===== src/rtl/aximm_burst_writer.sv =====
// rtl/aximm_burst_writer.sv - AXI stream to AXI4 INCR write-burst sequencer
module aximm_burst_writer #(
    parameter int DW              = 512,
    parameter int AW              = 64,
    parameter int MAX_BEATS       = 16,
    parameter int MAX_OUTSTANDING = 4
) (
    input  logic            clk,
    input  logic            resetn,
    input  logic            start,
    input  logic [AW-1:0]   base_addr,
    input  logic [31:0]     total_beats,
    output logic            busy,
    output logic            done,
    output logic            error,
    input  logic [DW-1:0]   AXIS_IN_TDATA,
    input  logic            AXIS_IN_TVALID,
    output logic            AXIS_IN_TREADY,
    output logic [AW-1:0]   M_AXI_AWADDR,
    output logic [7:0]      M_AXI_AWLEN,
    output logic [2:0]      M_AXI_AWSIZE,
    output logic [1:0]      M_AXI_AWBURST,
    output logic            M_AXI_AWVALID,
    input  logic            M_AXI_AWREADY,
    output logic [DW-1:0]   M_AXI_WDATA,
    output logic [DW/8-1:0] M_AXI_WSTRB,
    output logic            M_AXI_WLAST,
    output logic            M_AXI_WVALID,
    input  logic            M_AXI_WREADY,
    input  logic [1:0]      M_AXI_BRESP,
    input  logic            M_AXI_BVALID,
    output logic            M_AXI_BREADY
);
    localparam int BYTES  = DW / 8;
    localparam int BSHIFT = $clog2(BYTES);

    typedef enum logic [1:0] {IDLE, ADDR, DATA, DRAIN} state_t;

    state_t        state;
    logic [AW-1:0] addr;
    logic [31:0]   remaining;
    logic [8:0]    beat_cnt;
    logic [3:0]    outstanding;
    logic [3:0]    outstanding_next;
    logic [31:0]   boundary_beats;
    logic [31:0]   len;
    logic          aw_hs;
    logic          w_hs;
    logic          b_hs;

    // Burst length: capped by MAX_BEATS, what is left, and the beats up to the next 4 KB page.
    always_comb begin
        boundary_beats = (32'd4096 - {20'd0, addr[11:0]}) >> BSHIFT;
        len = 32'(MAX_BEATS);
        if (remaining < len)
            len = remaining;
        if (boundary_beats < len)
            len = boundary_beats;
    end

    assign M_AXI_AWVALID  = (state == ADDR) && (outstanding < 4'(MAX_OUTSTANDING));
    assign M_AXI_AWADDR   = addr;
    assign M_AXI_AWLEN    = 8'(len - 32'd1);
    assign M_AXI_AWSIZE   = 3'(BSHIFT);
    assign M_AXI_AWBURST  = 2'b01;
    assign M_AXI_WVALID   = (state == DATA) && AXIS_IN_TVALID;
    assign AXIS_IN_TREADY = (state == DATA) && M_AXI_WREADY;
    assign M_AXI_WDATA    = AXIS_IN_TDATA;
    assign M_AXI_WSTRB    = '1;
    assign M_AXI_WLAST    = (state == DATA) && (beat_cnt == 9'd1);

    assign aw_hs = M_AXI_AWVALID && M_AXI_AWREADY;
    assign w_hs  = M_AXI_WVALID && M_AXI_WREADY;
    // A response with nothing outstanding is stray and must not underflow the count.
    assign b_hs  = M_AXI_BVALID && M_AXI_BREADY && (outstanding != 4'd0);

    always_comb begin
        outstanding_next = outstanding;
        if (aw_hs && !b_hs)
            outstanding_next = outstanding + 4'd1;
        else if (b_hs && !aw_hs)
            outstanding_next = outstanding - 4'd1;
    end

    always_ff @(posedge clk or negedge resetn) begin
        if (!resetn) begin
            state        <= IDLE;
            addr         <= '0;
            remaining    <= '0;
            beat_cnt     <= '0;
            outstanding  <= '0;
            busy         <= 1'b0;
            done         <= 1'b0;
            error        <= 1'b0;
            M_AXI_BREADY <= 1'b0;
        end else begin
            M_AXI_BREADY <= 1'b1;
            done         <= 1'b0;
            outstanding  <= outstanding_next;
            if (b_hs && (M_AXI_BRESP != 2'b00))
                error <= 1'b1;
            case (state)
                IDLE: begin
                    if (start) begin
                        addr      <= base_addr & ~AW'(BYTES - 1);
                        remaining <= total_beats;
                        error     <= 1'b0;
                        busy      <= 1'b1;
                        state     <= (total_beats == 32'd0) ? DRAIN : ADDR;
                    end
                end
                ADDR: begin
                    if (aw_hs) begin
                        addr      <= addr + AW'(len << BSHIFT);
                        remaining <= remaining - len;
                        beat_cnt  <= 9'(len);
                        state     <= DATA;
                    end
                end
                DATA: begin
                    if (w_hs) begin
                        beat_cnt <= beat_cnt - 9'd1;
                        if (beat_cnt == 9'd1)
                            state <= (remaining != 32'd0) ? ADDR : DRAIN;
                    end
                end
                DRAIN: begin
                    if (outstanding_next == 4'd0) begin
                        done  <= 1'b1;
                        busy  <= 1'b0;
                        state <= IDLE;
                    end
                end
                default: state <= IDLE;
            endcase
        end
    end
endmodule


===== config.mk =====
export PLATFORM = sky130hd
export DESIGN_NAME = aximm_burst_writer
export DESIGN_NICKNAME = d
export VERILOG_FILES = /design/src/rtl/aximm_burst_writer.sv
export SDC_FILE = /design/constraint.sdc
export NUM_CORES = 1
export LEC_CHECK = 0
export BUFFER_PORTS_ARGS = -buffer_cell sky130_fd_sc_hd__buf_2
export CORE_AREA = 5 5 501 503
export DETAILED_ROUTE_END_ITERATION = 16
export DIE_AREA = 0 0 506 508
export PLACE_DENSITY_LB_ADDON = 0.15
export SLEW_MARGIN = 10
export SYNTH_ARGS = -nofsm -noshare
export SYNTH_HDL_FRONTEND = slang
export SYNTH_SLANG_ARGS = --single-unit

===== constraint.sdc =====
create_clock -name clk -period 9.6 [get_ports clk]
set_input_delay 0.96 -clock clk [delete_from_list [all_inputs] [get_ports clk]]
set_output_delay 0.96 -clock clk [all_outputs]
set_load 0.01 [all_outputs]

# Word level (Yosys, flattened, before mapping)
# Cells that the tools add are included.
# op_classes
add_sub_neg	7
mul	0
div_mod_pow	0
magnitude_cmp	3
eq_ne	9
shifts	0
muxes	29
n_bitwise	0
reduce_logical	26
# op_table
op	n
32-bit 2-to-1 mux	4
64-bit 2-to-1 mux	2
64-bit one-hot mux with 2 select lines	1
64-bit by 38-bit adder with 64-bit output	1
32-bit one-hot mux with 2 select lines	1
32-bit logical NOT	1
26-bit by 32-bit less-than comparator with 1-bit output	1
32-bit by 5-bit less-than comparator with 1-bit output, second input constant	1
32-bit nonzero test	1
32-bit subtractor	1
9-bit 2-to-1 mux	2
9-bit one-hot mux with 2 select lines	1
2-bit 2-to-1 mux	7
13-bit by 12-bit subtractor with 14-bit output, first input constant	1
1-bit logical AND	11
9-bit by 1-bit equality test with 1-bit output, second input constant	1
3-bit AND reduction	3
9-bit by 1-bit subtractor with 9-bit output, second input constant	1
4-bit 2-to-1 mux	2
2-bit inequality test, second input constant	4
2-bit one-hot mux with 4 select lines	1
2-bit nonzero test	4
8-bit by 1-bit subtractor with 8-bit output, second input constant	1
1-bit 2-to-1 mux	7
other kinds (12)	14
# word_totals
reg_bits	115
latch_bits	0
mem_bits_rw	0
mem_bits_ro	0
input_bits	617
output_inout_bits	661
word_cells	83
memories	0

# Logic depth before layout (Yosys ltp)
# Gate-level depths: netlist of run 1.
# depth
word_depth	10
depth_mapped	25
ltp_nobuf	23

# Least setup slack after synthesis of run 1
# No wires, ideal clock.
# synth_path
path_kind	register to register
startpoint	register remaining[18]
endpoint	register remaining[26]
setup_time_ns	0.069
t_arrival_ns	4.916
required_time_ns	9.531
slack_ns	4.615
path_stages_with_launch	23
n_path_buf	1
period_less_slack_ns	4.985
path_cell_list	dfrtp_1 nor4_1 nand4_1 nor2_4 nand2_1 ha_1 a21oi_1 o22ai_1 a211o_1 buf_2 a31oi_1 inv_1 ha_1 fa_1 nor2b_1 o21ai_0 o21ai_0 a31oi_1 o21a_1 o21ai_1 a21oi_1 or4_1 nand3_1
# synth_via
elab_chain_cells	7
# synth_lines
element	line	rtl
from (decl)	41	logic [31:0] remaining;
from (signal assigned)	106	remaining <= total_beats;
from (signal assigned)	115	remaining <= remaining - len;
32-bit by 5-bit less-than comparator with 1-bit output	55	if (remaining < len)
32-bit 2-to-1 mux	55	
26-bit by 32-bit less-than comparator with 1-bit output	57	if (boundary_beats < len)
32-bit 2-to-1 mux	57	
32-bit subtractor (*)	115	
32-bit 2-to-1 mux (*)	113	if (aw_hs) begin
32-bit one-hot mux with 2 select lines (*)	102	case (state)
# Mark *: on every way between the ends. The rest lies on a longest branch, timed or not. The select of a mux whose other input is x is not followed.
# A chain may end at the register's enable or synchronous reset.

# Worst setup path after layout of run 1
# layout_path
startpoint	register remaining[24]
endpoint	register addr[57] (netlist: M_AXI_AWADDR[57])
# layout_via
elab_chain_cells	7
# layout_lines
element	line	rtl
32-bit by 5-bit less-than comparator with 1-bit output	55	
32-bit 2-to-1 mux (*)	55	
26-bit by 32-bit less-than comparator with 1-bit output	57	
32-bit 2-to-1 mux (*)	57	
64-bit by 38-bit adder with 64-bit output (*)	114	addr <= addr + AW'(len << BSHIFT);
64-bit 2-to-1 mux (*)	113	
64-bit one-hot mux with 2 select lines (*)	102	
to (signal assigned)	105	addr <= base_addr & ~AW'(BYTES - 1);
to (signal assigned)	114	
to (decl)	40	logic [AW-1:0] addr;
# Marked as above.

==> results.md, run 1 <==
* Status: completed
* Mapped Area at 0.0137 sq mm
* Ys Warns at 0
* CTS clk-pin slew, worst paths at 0.13 ns
* Avg Inst Size Synth at 7.73 sq um
* Async set or reset register ratio after synthesis at 100%
* Global-route wire length before repair at 123,000 microns
* Netlist cell types at 77
* Final Slew Violations at 0
* Worst Skew at 0.0382 ns
* Routed WL at 97,800 microns
* Pre-CTS setup slack at 2.03 ns
* Worst path cell trace: nor4_1 > nand3_1 > nor2_4 > nand2_1 > ha_1 > a21oi_1 > o22ai_1 > a211o_1 > mux2i_1 > inv_1 > ha_1 > a21o_1 > a21o_1 > a21o_1 > a21oi_1 > buf_4 > o41a_1 > o21ai_2 > nand4_1 > or4_1 > nand3_1
* Largest net degree at the start of global routing at 71
* Post-synthesis sequential area ratio at 19.9%
* Post-synthesis cell count at 1,777
* Critical Path Sink Type: flop
* Post-route DRC at 0
* Top_reg_cell synth: dfrtp_1
* DP HPWL at 81,100 microns
* Synthesis-to-finish area growth at 9.22%
* Min Hold Slack at 0.375 ns
* Non-filler instance count after layout at 4,687
* DR vias/cell at 2.30
* Share of power burned in registers at 20.2%
* Clock sink total at 109
* PD cells at 317 mW/mm^2
* Filler instances at 29,056
* Root Driver: clkbuf_16
* CTS resizes at 0
* Initial Utilization at 5.60%
* Initial DRT Pass Iterations at 7
* LEAKAGE at 5.43 nW
* Port Buffer Count at 172
* Hold bufs inserted after CTS at 0
* Initial antenna violation count at 27
* Most common cell after layout, fill and taps aside: buf_2
* Post-route ant nets at 0
* Final setup fails at 0
* Worst min-delay path class: primary input to asynchronous set/reset pin
* GPL Wtd Cong at 0.678
* IO Count at 1,278
* Max-cap violations at 0
* Hold Vio Cnt, Final at 0
* Setup repair bufs after CTS at 0
* Slew headroom at 22.4%
* Setup ws final at 2.35 ns
* Sw Pwr at 2.71 mW
* Post-synth EDFFs at 0
* Die area at 0.257 sq mm
* Die Wd at 506 microns
* Buf/Inv on CP at 2
* Critical Path AT at 7.64 ns
* DP Area at 0.0147 sq mm
* CTS Buf Count at 9
* Clock period minus final worst setup slack at 7.25 ns
* Share of layout cells above drive strength 1 at 16.1%
* Sw frac at 57.0%
* Number of synthesized register bits at 109
* Vias in the first global route at 11,281
* Inst Count DP at 4,668
* CP peak stage delay at 0.64 ns
* Most used cell, CP: a21o_1
* Routed len/inst at 20.9 microns
* Clock network power share at 10.6%
* Most frequent cells in the layout: buf_2 (171), a21oi_1 (150), conb_1 (127)
* Final Cycle Share at 75.6%
* Die height at 508 microns
* Critical Path RT at 9.99 ns
* DRT iter0 DRCs at 504
* Gr usage total at 7.30%
* Peak supply drop at 0.111 mV
* Gr ovfl total at 0
* Combinational power share at 69.2%
* Top Family by Delay on Critical Path: simple AND/OR/NAND/NOR gates
* CP Launch Type: flop
* Tightest Pin Transition at 1.16 ns
* RSZ-0062 raised after global routing: false
* Max stage delay cell, worst path: nor4_1
* WS Path Type: flop to flop
* Site Rows at 182
* TNS Setup at 0 ns
* Clk_lat worst skew at 0.47 ns
* Fmax achieved at 138 MHz
* Clock tree buffer depth at 2
* Final layout net count at 2,155
* Core Area at 0.245 sq mm
* CTS tree: built
* H-tree level count at 3
* Via count at 10,761
* Power Internal at 2.04 mW
* CP Max Fanout at 11
* Final Instance Area at 0.0150 sq mm
-- power by group through the flow --
stage,Sequential (mW),Clock (mW),Combinational [mW]
after floorplan,0.912,0,2.27
after global routing,1.00,0.557,3.75
after detailed placement,0.981,0,3.40
after CTS,0.973,0.567,3.42
final,0.958,0.505,3.29
after global placement,0.989,0,3.44
-- cell usage after synthesis (4+ instances only) --
library cell | number | share of area, %
a211o_1 | 4 | 0.25
a211oi_1 | 21 | 1.1
a21o_1 | 29 | 1.6
a21oi_1 | 150 | 5.5
a21oi_2 | 4 | 0.25
a221oi_1 | 5 | 0.32
a22o_1 | 4 | 0.25
a311oi_1 | 9 | 0.57
a31oi_1 | 20 | 0.91
and2_1 | 12 | 0.55
and3_1 | 34 | 1.5
buf_4 | 587 | 32
clkbuf_1 | 51 | 1.4
dfrtp_1 | 109 | 20
ha_1 | 77 | 7.0
inv_1 | 42 | 1.1
mux2i_1 | 4 | 0.29
nand2_1 | 122 | 3.3
nand2b_1 | 12 | 0.55
nand3_1 | 41 | 1.5
nand3b_1 | 4 | 0.22
nand4_1 | 19 | 0.87
nor2_1 | 95 | 2.6
nor2b_1 | 17 | 0.77
nor3_1 | 19 | 0.69
nor3b_1 | 4 | 0.22
nor4_1 | 21 | 0.96
o211ai_1 | 8 | 0.44
o21a_1 | 10 | 0.55
o21ai_0 | 84 | 3.1
o21ai_1 | 4 | 0.15
o21bai_1 | 6 | 0.33
o22a_1 | 7 | 0.45
o22ai_1 | 9 | 0.41
o311ai_0 | 4 | 0.25
or3_1 | 8 | 0.36
or4_1 | 6 | 0.33
xnor2_1 | 41 | 2.6
xor2_1 | 17 | 1.1
-- registers in the layout, indices dropped and copies added (netlist names) --
name	count
outstanding	4
busy	1
M_AXI_AWADDR	58
remaining	32
state	2
M_AXI_BREADY	1
error	1
done	1
beat_cnt	9
-- through the flow --
step / util, % / total power, mW
finish: 6.11 / 4.75
global route: 6.11 / 5.31
floorplan: - / 3.18
detailed placement: 5.98 / 4.38
CTS: 6.11 / 4.96
global placement: 5.98 / 4.43
-- metal layers --
metal	up-vias	share of wire [%]	global-route usage, %
met5	-	0.092	0.0926
met4	4	11	6.80
li1	4790	-	-
met1	4884	31	6.35
met2	605	46	12.0
met3	478	12	3.95
-- worst paths after layout --
| kind | from | endpoint | slack [ns] | cells after the start |
|---|---|---|---|---|
| setup reg to reg | remaining[24] | M_AXI_AWADDR[57] | 2.35 | 21 |
| hold / removal | resetn | M_AXI_AWADDR[16] | 0.37 | 1 |
| max in group asynchronous | resetn | M_AXI_AWADDR[48] | 7.23 | 3 |
| min in group clk | error | error | 0.53 | 2 |
| setup / recovery | remaining[24] | M_AXI_AWADDR[57] | 2.35 | 21 |
| hold reg to reg | error | error | 0.53 | 2 |
-- cells by family (layout without fill, tap and decap cells) --
logic type | after synthesis | in the layout | synth area share, %
XOR/XNOR | 58 | 58 | 3.70
multiplexers | 6 | 6 | 0.455
flip-flops | 109 | 109 | 19.9
other | 2 | 130 | 0.0547
adder cells (fa/ha/maj) | 79 | 79 | 7.30
buffers and inverters | 688 | 250 | 34.9
AND/OR/NAND/NOR | 425 | 425 | 15.2
AO/OA/AOI/OAI | 410 | 410 | 18.6
-- cell type report --
class,count,area (sq um),area share (%)
repair buffers,191,1020,6.81
clock inverters,7,101,0.675
flip-flops and latches,109,2730,18.2
well taps,3220,4030,26.8
multi-input cells,1105,6730,44.9
diodes,3,7.51,0.0500
inverters,43,161,1.08
clock buffers,9,225,1.50
(Power assumes the default switching activity.)
==> run 2, diff against run 1 <==
Settings changed: CORE_AREA 5 5 501 503 to 5 5 487 489, DIE_AREA 0 0 506 508 to 0 0 492 494.
Clock period 9.6 ns to 5.9 ns, I/O delays scaled along.
==> run 2 against run 1 <==
- power up 81%
- combinational power is 91% higher
- critical path depth rose by 8
- design area up 5.9%
- wire length up 2.1%
- sequential share of layout area is 1.0 points lower
- core utilization is 0.74 points higher
- register-to-register slack worse by 2.0 ns
- sequential cell count unchanged
- maximum frequency grew 31%
- via count grew 3.7%
- critical path type unchanged
- critical endpoint is now M_AXI_AWADDR[46]
- largest cell class unchanged
- highest routed layer unchanged
==> results.md, run 2 (synthesis results as in run 1) <==
* Status: completed
* Synthesis-to-finish area growth at 15.7%
* Pwr Total at 8.61 mW
* Final layout net count at 2,281
* RSZ-0062 raised after global routing: true
* LEAKAGE at 6.07 nW
* Hold Vio Cnt, Final at 0
* Core Area at 0.232 sq mm
* CTS Buf Count at 9
* Post-route ant nets at 0
* Root Driver: clkbuf_16
* Max stage delay cell, worst path: dfrtp_1
* Max-cap violations at 0
* Worst Skew at 0.0220 ns
* CTS tree: built
* Die area at 0.243 sq mm
* Largest net degree at the start of global routing at 101
* Routed len/inst at 21.5 microns
* GPL Wtd Cong at 0.672
* Routed WL at 99,900 microns
* Most common cell after layout, fill and taps aside: buf_2
* Share of layout cells above drive strength 1 at 23.6%
* DR vias/cell at 2.40
* Filler instances at 27,299
* Slew headroom at 16.0%
* Final Cycle Share at 94.1%
* WS Path Type: flop to flop
* Critical Path RT at 6.26 ns
* Global-route wire length before repair at 125,000 microns
* Peak supply drop at 0.148 mV
* CP Max Fanout at 6
* Worst min-delay path class: primary input to flop
* Clk_lat worst skew at 0.46 ns
* Most used cell, CP: buf_4
* DP HPWL at 84,600 microns
* Initial DRT Pass Iterations at 4
* Reg area at 0.00273 sq mm
* Die height at 494 microns
* Final setup fails at 0
* Gr ovfl total at 0
* PD cells at 542 mW/mm^2
* Initial Utilization at 5.93%
* Final Slew Violations at 0
* Initial antenna violation count at 21
* CP peak stage delay at 0.41 ns
* Site Rows at 177
* Port Buffer Count at 172
* Die Wd at 492 microns
* Fmax achieved at 180 MHz
* Gr usage total at 7.88%
* Post-route DRC at 0
* Util after Layout at 6.85%
* CTS clk-pin slew, worst paths at 0.12 ns
* Critical Path AT at 5.91 ns
* Inst Count DP at 4,612
* Max reg flops at 58
* Clock period minus final worst setup slack at 5.55 ns
* DP Area at 0.0154 sq mm
* Non-filler instance count after layout at 4,645
* Most frequent cells in the layout: buf_2 (171), a21oi_1 (148), buf_4 (138)
* Via count at 11,163
* DRT iter0 DRCs at 456
* Clock tree buffer depth at 2
* H-tree level count at 3
* Final Instance Area at 0.0159 sq mm
* CP Launch Type: flop
* Clock sink total at 109
* Vias in the first global route at 11,563
* Tightest Pin Transition at 1.26 ns
* IO Count at 1,278
* Critical Path Sink Type: flop
* Area of the multi-input gates at 0.00682 sq mm
## run 2: critical path: cells and delay by family, from the launching register on
family,cells,cell delay [ns]
fa+ha+maj,3,0.80
buf+inv,9,1.21
compound gates,10,1.82
flops,1,0.41
simple gates,7,1.18
## run 2: timing repair
item | in CTS | in global routing
gates resized for setup | 16 | 6
endpoints found under the setup margin | 21 | 20
endpoints found under the hold margin | 30 | 0
buffers inserted | 3 | 2
hold buffers | 1 | 0
pin swaps | 11 | 6
## run 2: final cells by class
class                   instances  area share, %
inverters                      43           1.02
repair buffers                317           12.7
clock buffers                   9           1.42
clock inverters                 7          0.638
multi-input cells            1105           42.9
well taps                    3043           24.0
flip-flops and latches        109           17.2
diodes                         12          0.189
## run 2: metrics by stage
stage          hold WS [ns]  worst slack, ns  TNS (ns)
3_5_place_dp          0.518           -0.260     -2.54
5_1_grt               0.321         -0.00783  -0.00783
6_report              0.348            0.351         0
2_1_floorplan         0.294            0.915         0
4_1_cts               0.275           0.0387         0
3_3_place_gp          0.503           -0.267     -2.60
## run 2: worst paths after layout
check | start | to | slack, ns | depth (start not counted)
max in group asynchronous | resetn | M_AXI_AWADDR[42] | 4.14 | 3
hold / removal | base_addr[55] | M_AXI_AWADDR[55] | 0.35 | 2
setup reg to reg | remaining[19] | M_AXI_AWADDR[46] | 0.35 | 29
setup / recovery | remaining[19] | M_AXI_AWADDR[46] | 0.35 | 29
min in group asynchronous | resetn | M_AXI_AWADDR[19] | 0.58 | 2
hold reg to reg | error | error | 0.53 | 2
## run 2: routing by layer
| layer | up-vias | GRT usage [%] | wire, microns |
|---|---|---|---|
| li1 | 5072 | - | - |
| met1 | 5005 | 6.45 | 28800 |
| met2 | 684 | 13.4 | 48000 |
| met3 | 400 | 5.29 | 15000 |
| met4 | 2 | 5.85 | 8050 |
| met5 | - | 0.157 | 10 |
## run 2: power breakdown
group	internal, mW	total [mW]	switching, mW
Sequential	1.10	1.49	0.391
Combinational	2.56	6.28	3.72
Clock	0.320	0.837	0.517
Total	3.98	8.61	4.63
